### config.mk
export PLATFORM = sky130hd
export DESIGN_NAME = alu_seq_param_flat
export DESIGN_NICKNAME = d
export VERILOG_FILES = /design/src/rtl/alu_pkg.sv /design/src/rtl/alu_seq_param_if.sv /design/src/rtl/seq_multiplier.sv /design/src/rtl/alu_seq_param.sv /design/src/flat_wrapper.sv
export SDC_FILE = /design/constraint.sdc
export NUM_CORES = 1
export LEC_CHECK = 0
export CORE_UTILIZATION = 55
export CTS_BUF_LIST = sky130_fd_sc_hd__clkbuf_8
export DETAILED_ROUTE_END_ITERATION = 10
export GPL_TIMING_DRIVEN = 1
export PLACE_DENSITY_LB_ADDON = 0.3
export SETUP_SLACK_MARGIN = 0.5
export SLEW_MARGIN = 10
export SYNTH_ARGS = -nofsm -noshare
export SYNTH_HDL_FRONTEND = slang
export SYNTH_HIERARCHICAL = 1
export SYNTH_SLANG_ARGS = --single-unit
### constraint.sdc
create_clock -name clock -period 4 [get_ports clock]
set_input_delay 0.8 -clock clock [delete_from_list [all_inputs] [get_ports clock]]
set_output_delay 0.8 -clock clock [all_outputs]
set_load 0.01 [all_outputs]
### src/rtl/alu_pkg.sv
// Shared opcode and FSM definitions for the sequential ALU.
// Pure declarations; no timing of its own.
// Not applicable: carries no handshake.
package alu_pkg;

  localparam logic [3:0] ALU_AND  = 4'b0000;
  localparam logic [3:0] ALU_OR   = 4'b0001;
  localparam logic [3:0] ALU_ADD  = 4'b0010;
  localparam logic [3:0] ALU_XOR  = 4'b0011;
  localparam logic [3:0] ALU_SLL  = 4'b0100;
  localparam logic [3:0] ALU_SRL  = 4'b0101;
  localparam logic [3:0] ALU_SUB  = 4'b0110;
  localparam logic [3:0] ALU_SLT  = 4'b0111;
  localparam logic [3:0] ALU_SRA  = 4'b1000;
  localparam logic [3:0] ALU_MUL  = 4'b1001;
  localparam logic [3:0] ALU_MULH = 4'b1010;

  typedef enum logic [0:0] {
    ST_IDLE = 1'b0,
    ST_MULT = 1'b1
  } state_t;

  // True for the opcodes that go through the iterative multiplier.
  function automatic logic is_mul_op(input logic [3:0] op);
    return (op == ALU_MUL) || (op == ALU_MULH);
  endfunction

endpackage

### src/rtl/alu_seq_param_if.sv
// Operand/result bus of the sequential ALU with valid/ready on both sides.
// Wires only; no latency.
// in_ready/out_ready carry the back-pressure in each direction.
interface alu_seq_param_if #(
  parameter int WIDTH = 16
);
  logic             in_valid;
  logic             in_ready;
  logic [WIDTH-1:0] entrada1;
  logic [WIDTH-1:0] entrada2;
  logic [3:0]       ALUControl;
  logic             out_valid;
  logic             out_ready;
  logic [WIDTH-1:0] resultado;
  logic             zero;
  logic             carry;
  logic             overflow;
  logic             negative;

  // Producer/consumer side (the EX stage around the ALU).
  modport master (
    output in_valid, entrada1, entrada2, ALUControl, out_ready,
    input  in_ready, out_valid, resultado, zero, carry, overflow, negative
  );

  // ALU side.
  modport slave (
    input  in_valid, entrada1, entrada2, ALUControl, out_ready,
    output in_ready, out_valid, resultado, zero, carry, overflow, negative
  );
endinterface

### src/rtl/seq_multiplier.sv
// Iterative unsigned shift-add multiplier, one partial product per clock.
// start at edge k, done high in the cycle before edge k+WIDTH; product valid while done.
// No stall input: once started it runs to completion; caller must not start while busy.
module seq_multiplier #(
  parameter int WIDTH = 16
) (
  input  logic               clock,
  input  logic               reset_n,
  input  logic               start,
  input  logic [WIDTH-1:0]   a,
  input  logic [WIDTH-1:0]   b,
  output logic               busy,
  output logic               done,
  output logic [2*WIDTH-1:0] product
);

  localparam int CW = $clog2(WIDTH);
  localparam logic [CW-1:0] LAST = CW'(WIDTH - 1);

  logic [2*WIDTH-1:0] r_acc;
  logic [2*WIDTH-1:0] r_mcand;
  logic [WIDTH-1:0]   r_mplr;
  logic [CW-1:0]      r_cnt;
  logic               r_busy;
  logic [2*WIDTH-1:0] w_acc_nxt;

  // Add the shifted multiplicand when the current multiplier bit is set.
  assign w_acc_nxt = r_mplr[0] ? (r_acc + r_mcand) : r_acc;

  // done marks the last iteration; the product presented then already includes it,
  // so the caller can register the final value on the same edge.
  assign busy    = r_busy;
  assign done    = r_busy && (r_cnt == LAST);
  assign product = w_acc_nxt;

  // Operand load on start, then one shift-add step per edge until the last bit.
  always_ff @(posedge clock or negedge reset_n) begin
    if (!reset_n) begin
      r_busy  <= 1'b0;
      r_cnt   <= '0;
      r_acc   <= '0;
      r_mcand <= '0;
      r_mplr  <= '0;
    end else if (start) begin
      r_busy  <= 1'b1;
      r_cnt   <= '0;
      r_acc   <= '0;
      r_mcand <= {{WIDTH{1'b0}}, a};
      r_mplr  <= b;
    end else if (r_busy) begin
      r_acc   <= w_acc_nxt;
      r_mcand <= r_mcand << 1;
      r_mplr  <= r_mplr >> 1;
      if (r_cnt == LAST) begin
        r_busy <= 1'b0;
        r_cnt  <= '0;
      end else begin
        r_cnt <= r_cnt + CW'(1);
      end
    end
  end

endmodule

### src/rtl/alu_seq_param.sv
// Registered EX-stage ALU with flags and an iterative MUL/MULH.
// Single-cycle ops: result one edge after accept; MUL/MULH: WIDTH edges after accept.
// Output register holds while out_ready is low; in_ready drops until it can be replaced.
module alu_seq_param
  import alu_pkg::*;
#(
  parameter int WIDTH = 16,
  parameter int SHW   = $clog2(WIDTH)
) (
  input  logic            clock,
  input  logic            reset_n,
  alu_seq_param_if.slave  bus
);

  state_t r_state;
  state_t w_state_nxt;

  logic             r_out_valid;
  logic [WIDTH-1:0] r_res;
  logic             r_zero;
  logic             r_carry;
  logic             r_ovf;
  logic             r_neg;
  logic             r_mul_hi;

  logic             w_in_ready;
  logic             w_accept;
  logic             w_is_mul;
  logic             w_start;
  logic [SHW-1:0]   w_shamt;
  logic [WIDTH:0]   w_add;
  logic [WIDTH:0]   w_sub;
  logic [WIDTH-1:0] w_alu_res;
  logic             w_alu_carry;
  logic             w_alu_ovf;
  logic             w_mul_busy;
  logic             w_mul_done;
  logic [2*WIDTH-1:0] w_product;
  logic [WIDTH-1:0] w_mul_res;

  // A new op may enter only when idle and the output slot is free or being drained
  // this cycle; the multiplier must also be free.
  assign w_in_ready = reset_n && (r_state == ST_IDLE) && !w_mul_busy
                      && (!r_out_valid || bus.out_ready);
  assign w_accept   = bus.in_valid && w_in_ready;
  assign w_is_mul   = is_mul_op(bus.ALUControl);
  assign w_start    = w_accept && w_is_mul;

  assign w_shamt = bus.entrada2[SHW-1:0];
  assign w_add   = {1'b0, bus.entrada1} + {1'b0, bus.entrada2};
  assign w_sub   = {1'b0, bus.entrada1} + {1'b0, ~bus.entrada2} + {{WIDTH{1'b0}}, 1'b1};

  // Single-cycle datapath; carry/overflow only meaningful for ADD/SUB.
  always_comb begin
    w_alu_res   = '0;
    w_alu_carry = 1'b0;
    w_alu_ovf   = 1'b0;
    case (bus.ALUControl)
      ALU_AND: w_alu_res = bus.entrada1 & bus.entrada2;
      ALU_OR:  w_alu_res = bus.entrada1 | bus.entrada2;
      ALU_XOR: w_alu_res = bus.entrada1 ^ bus.entrada2;
      ALU_ADD: begin
        w_alu_res   = w_add[WIDTH-1:0];
        w_alu_carry = w_add[WIDTH];
        w_alu_ovf   = (bus.entrada1[WIDTH-1] == bus.entrada2[WIDTH-1])
                      && (w_add[WIDTH-1] != bus.entrada1[WIDTH-1]);
      end
      ALU_SUB: begin
        w_alu_res   = w_sub[WIDTH-1:0];
        w_alu_carry = w_sub[WIDTH];
        w_alu_ovf   = (bus.entrada1[WIDTH-1] != bus.entrada2[WIDTH-1])
                      && (w_sub[WIDTH-1] != bus.entrada1[WIDTH-1]);
      end
      ALU_SLL: w_alu_res = bus.entrada1 << w_shamt;
      ALU_SRL: w_alu_res = bus.entrada1 >> w_shamt;
      ALU_SRA: w_alu_res = $signed(bus.entrada1) >>> w_shamt;
      ALU_SLT: w_alu_res = {{(WIDTH-1){1'b0}},
                            ($signed(bus.entrada1) < $signed(bus.entrada2))};
      default: w_alu_res = '0;
    endcase
  end

  seq_multiplier #(
    .WIDTH (WIDTH)
  ) u_mult (
    .clock   (clock),
    .reset_n (reset_n),
    .start   (w_start),
    .a       (bus.entrada1),
    .b       (bus.entrada2),
    .busy    (w_mul_busy),
    .done    (w_mul_done),
    .product (w_product)
  );

  assign w_mul_res = r_mul_hi ? w_product[2*WIDTH-1:WIDTH] : w_product[WIDTH-1:0];

  // State register.
  always_ff @(posedge clock or negedge reset_n) begin
    if (!reset_n) r_state <= ST_IDLE;
    else          r_state <= w_state_nxt;
  end

  // Next state: leave IDLE on a multiply, return when its last iteration completes.
  always_comb begin
    w_state_nxt = r_state;
    case (r_state)
      ST_IDLE: if (w_start)    w_state_nxt = ST_MULT;
      ST_MULT: if (w_mul_done) w_state_nxt = ST_IDLE;
    endcase
  end

  // Remember which half of the product the pending multiply wants.
  always_ff @(posedge clock or negedge reset_n) begin
    if (!reset_n)     r_mul_hi <= 1'b0;
    else if (w_start) r_mul_hi <= (bus.ALUControl == ALU_MULH);
  end

  // Output register: load on single-cycle accept or multiply completion, else drain.
  always_ff @(posedge clock or negedge reset_n) begin
    if (!reset_n) begin
      r_out_valid <= 1'b0;
      r_res       <= '0;
      r_zero      <= 1'b0;
      r_carry     <= 1'b0;
      r_ovf       <= 1'b0;
      r_neg       <= 1'b0;
    end else if (w_accept && !w_is_mul) begin
      r_out_valid <= 1'b1;
      r_res       <= w_alu_res;
      r_zero      <= (w_alu_res == '0);
      r_carry     <= w_alu_carry;
      r_ovf       <= w_alu_ovf;
      r_neg       <= w_alu_res[WIDTH-1];
    end else if ((r_state == ST_MULT) && w_mul_done) begin
      r_out_valid <= 1'b1;
      r_res       <= w_mul_res;
      r_zero      <= (w_mul_res == '0);
      r_carry     <= 1'b0;
      r_ovf       <= 1'b0;
      r_neg       <= w_mul_res[WIDTH-1];
    end else if (r_out_valid && bus.out_ready) begin
      r_out_valid <= 1'b0;
    end
  end

  assign bus.in_ready  = w_in_ready;
  assign bus.out_valid = r_out_valid;
  assign bus.resultado = r_res;
  assign bus.zero      = r_zero;
  assign bus.carry     = r_carry;
  assign bus.overflow  = r_ovf;
  assign bus.negative  = r_neg;

endmodule

### src/flat_wrapper.sv
// flat-port wrapper written by rule: the top's interface ports become plain ports
module alu_seq_param_flat import alu_pkg::*;
#(
  parameter int WIDTH = 16,
  parameter int SHW   = $clog2(WIDTH)
)
  (clock, reset_n, bus_in_valid, bus_entrada1, bus_entrada2, bus_ALUControl, bus_out_ready, bus_in_ready, bus_out_valid, bus_resultado, bus_zero, bus_carry, bus_overflow, bus_negative);
  alu_seq_param_if #(.WIDTH(WIDTH)) bus_i ();
  input  logic clock;
  input  logic reset_n;
  input wire logic [$bits(bus_i.in_valid)-1:0] bus_in_valid;
  input wire logic [$bits(bus_i.entrada1)-1:0] bus_entrada1;
  input wire logic [$bits(bus_i.entrada2)-1:0] bus_entrada2;
  input wire logic [$bits(bus_i.ALUControl)-1:0] bus_ALUControl;
  input wire logic [$bits(bus_i.out_ready)-1:0] bus_out_ready;
  output wire logic [$bits(bus_i.in_ready)-1:0] bus_in_ready;
  output wire logic [$bits(bus_i.out_valid)-1:0] bus_out_valid;
  output wire logic [$bits(bus_i.resultado)-1:0] bus_resultado;
  output wire logic [$bits(bus_i.zero)-1:0] bus_zero;
  output wire logic [$bits(bus_i.carry)-1:0] bus_carry;
  output wire logic [$bits(bus_i.overflow)-1:0] bus_overflow;
  output wire logic [$bits(bus_i.negative)-1:0] bus_negative;
  assign bus_i.in_valid = bus_in_valid;
  assign bus_i.entrada1 = bus_entrada1;
  assign bus_i.entrada2 = bus_entrada2;
  assign bus_i.ALUControl = bus_ALUControl;
  assign bus_i.out_ready = bus_out_ready;
  assign bus_in_ready = bus_i.in_ready;
  assign bus_out_valid = bus_i.out_valid;
  assign bus_resultado = bus_i.resultado;
  assign bus_zero = bus_i.zero;
  assign bus_carry = bus_i.carry;
  assign bus_overflow = bus_i.overflow;
  assign bus_negative = bus_i.negative;
  alu_seq_param #(.WIDTH(WIDTH), .SHW(SHW)) u_core (.clock(clock), .reset_n(reset_n), .bus(bus_i));
endmodule
==> results by group <==
Power
  – Clock Power Share: 8.0%
  – PD cells: 632.0 nW/um2
  – Internal power: 4.547 mW
  – Tot Pwr: 8.688 mW
  – Comb pwr share: 67.9%
  – Worst vdd ir: 0.0003800 V
  – Sw Ratio: between 40% and 50%
  – NetSw: ~4.1 mW
  – Sequential share of power: between 20% and 30%
  – Pleak: 5.986 nW

Layout
  – Most common cell after layout, fill and taps aside: buf_4
  – Layout area overhead: 24.14%
  – # fillers: 1,570
  – Post-route cell area: 13,750 um2
  – Antenna cell count: 0
  – Most used cells in the layout excluding fill and tap cells: buf_4 (190), nand2_1 (149), nor2_1 (124)
  – Area of the multi-input gates: 8230 um2
  – Flip-flop and latch area: about 2700 um2
  – Layout cells sized above 1: 22.47%
  – Nets: 1,665

Floorplanning
  – Die extent in y: 143.9 um
  – Initial core utilization: a little under three fifths
  – Core Area: slightly below 20,000 um2
  – Num rows: 51
  – DIE AREA: 20,700 um2
  – I/O pin cnt: 62
  – DIE WIDTH: 143.9 um

Synthesis
  – Cell area after synthesis: 11,070 um2
  – Post-synth cell types: 84
  – Synthesized area per cell: 8.160 um2
  – Syn Nets: 1,487
  – Sequential share of the synthesized area: between 20 and 25%
  – Register bit total from synthesis: around 110
  – Post-synth ARST share: 100.0%
  – Post-synth EDFFs: 0
  – Yosys warnings: 6
  – Cells after Synth: 1,357
  – Top FF cell, synth: dfrtp_1

Clock tree
  – CTS root buffer: clkbuf_8
  – Num CTS Buffers: 9
  – Clock Latency Late Sink: 0.41 ns
  – Clock tree sinks: 107
  – CTS tree: done
  – Reg clk slew, reported paths: 0.12 ns
  – H-tree levels: 3
  – Clock Path Buffers: 2

Worst setup path
  – Reg-to-Reg Start: u_core/u_mult/r_acc[1]
  – Worst setup EP type: flip-flop
  – Worst Path Arrival: 4.17 ns
  – Startpoint types: flip-flop
  – R2R cell count: 16
  – Flop2flop setup slack: ~0.18 ns
  – Crit Reg-Reg Endpoint: u_core/bus.zero
  – Worst Path Max Fanout: 5
  – Crit path kind: reg -> reg
  – Worst path required time: ~4.4 ns

Route
  – 1st-pass router iterations: 5
  – DRT Wirelength: approximately 39 mm
  – 1st-iter DRT viols: between 1,000 and 1,500
  – Vias per cell: 6.438
  – Drt wl/cell: approximately 22 um
  – DR vias: about 12,000
  – Number of remaining DRC errors: 0
  – DRT antenna net count: 0

Timing
  – Final period util: 95.61%
  – Highest Clock Rate: 261.5 MHz
  – Crit path time final: 3.824 ns
  – Max-slew violations: 0
  – Final Hold Vio Count: 0
  – Finish-stage setup viols: 0
  – RSZ-0062 raised after global routing: true
  – Clk_skew: 0.01516 ns
  – Worst slew pin tran: 1.301 ns
  – Rel. slew slack: 13.25%

Placed design
  – Placer Congestion: 1.016
  – Final HPWL DP: 29.28 mm
  – Port bufs: 61
  – Area of placed instances: 12,960 um2

Global route
  – Initial antenna violation count: 0
  – GRT Total Usage: 38.35%
  – First-pass GRT wire length: 60.44 mm
  – Vias in the first global route: 10,920
  – Total gr overflow: 0
  – Largest net degree at the start of global routing: between 70 and 80

Worst hold path
  – Worst min path class: in -> async

Status
  – Outcome: finished clean

Flow run
  – Max-cap viol count: 0
-- per-layer routing --
| layer | wire, um | GRT usage, % |
|---|---|---|
| met2 | 17710 | 60.03 |
| met4 | 1539 | 16.35 |
| met3 | 3684 | 7.931 |
| met5 | 0 | 0 |
| met1 | 16460 | 50.99 |
-- power by group through the flow --
stage	registers, mW	logic [mW]	clock network (mW)
2_1_floorplan	1.87	3.60	0
3_3_place_gp	2.03	5.03	0
3_5_place_dp	2.06	5.16	0
4_1_cts	2.04	5.42	0.706
5_1_grt	2.14	6.35	0.746
6_report	2.09	5.90	0.697
-- area by class of cell --
class                      instances  area share (%)
clock buffer                      11           1.101
clock inverter                     5          0.3186
inverter                          60           1.675
multi-input combinational       1103           59.88
sequential                       107           19.51
tap                              265           2.412
timing repair buffer             254           15.11
-- synthesized netlist by cell type (5+ instances only) --
master	number	area share, %
or3_1	6	0.34
nand2b_1	7	0.40
nor2b_1	16	0.90
a21oi_1	99	4.5
mux2_2	34	3.5
buf_1	14	0.47
mux4_2	15	3.1
dfrtp_1	107	24
mux2i_1	90	8.1
a31oi_1	20	1.1
and2_1	8	0.45
o22ai_1	12	0.68
nor3_1	24	1.1
a221oi_1	7	0.55
a32oi_1	5	0.40
nand3_1	28	1.3
nand4_1	10	0.56
a221o_1	5	0.45
o211ai_1	28	1.9
inv_1	57	1.9
clkbuf_1	66	2.2
ha_1	87	9.8
nand2_1	149	5.1
a2111oi_0	5	0.40
and3_1	12	0.68
o21bai_1	10	0.68
o21a_1	11	0.75
a21o_1	23	1.6
xnor2_1	22	1.7
a211oi_1	17	1.2
xor2_1	13	1.0
nor2_1	128	4.3
o21ai_0	100	4.5
o31ai_1	5	0.34
nor3b_1	7	0.47
o221ai_1	9	0.71
-- state kept, by name, indices dropped and copies added, names as in the netlist, 4 cells and up --
register,cells
u_core/bus.resultado,16
u_core/u_mult/r_mcand,32
u_core/u_mult/r_acc,32
u_core/u_mult/r_mplr,16
u_core/u_mult/r_cnt,4
-- worst max path at each step --
stage                     depth (start not counted)  slack (ns)                    from         endpoint
final                                            16        0.18  u_core/u_mult/r_acc[1]  u_core/bus.zero
after global routing                             16        0.01  u_core/u_mult/r_acc[1]  u_core/bus.zero
after CTS                                        16        0.17  u_core/u_mult/r_acc[1]  u_core/bus.zero
after detailed placement                         14       -0.26         bus_entrada1[0]  u_core/bus.zero
after global placement                           14       -0.20         bus_entrada1[0]  u_core/bus.zero
after floorplan                                  12        0.50         bus_entrada1[0]  u_core/bus.zero
-- logic make-up after synthesis --
group | synth area share, %
xor gates and xnor gates | 2.768
and+or+nand+nor | 17.82
DFF | 24.18
muxes | 14.78
adders and majority gates | 10.37
buffers and inverters | 5.198
AOI/OAI and AO/OA | 24.88
-- timing repair --
action	CTS	global route
hold buffers	0	0
pin swaps	19	28
resized for setup	41	48
setup buffers	17	10
endpoints found under the setup margin	8	12
-- stage by stage --
stage / std cells / hold slack [ns] / utilization (%) / setup TNS (ns) / setup slack, ns
after floorplan: 1357 / 0.5003 / - / 0 / 0.5014
after global placement: 1762 / 0.4899 / 66.14 / -0.3017 / -0.1965
after detailed placement: 1762 / 0.5243 / 66.14 / -0.4263 / -0.2621
after CTS: 1795 / 0.4933 / 68.58 / 0 / 0.1705
after global routing: 1805 / 0.5354 / 70.17 / 0 / 0.01351
final: 1805 / 0.4828 / 70.17 / 0 / 0.1757
-- worst max-delay path, cell delays in order (launching register included) --
cell and delay [ns]:
dfrtp_1 0.43, ha_4 0.27, a211oi_4 0.25, o21ai_2 0.10
a2111o_1 0.46, a21bo_4 0.28, o211ai_1 0.27, a21oi_1 0.15
or3_1 0.35, nand3_2 0.11, xnor2_2 0.09, mux2i_4 0.19
nand4_1 0.15, nor4_2 0.27, nand2_1 0.12, a21oi_2 0.16
a41o_1 0.10
Power figures use the tool's default switching activity.
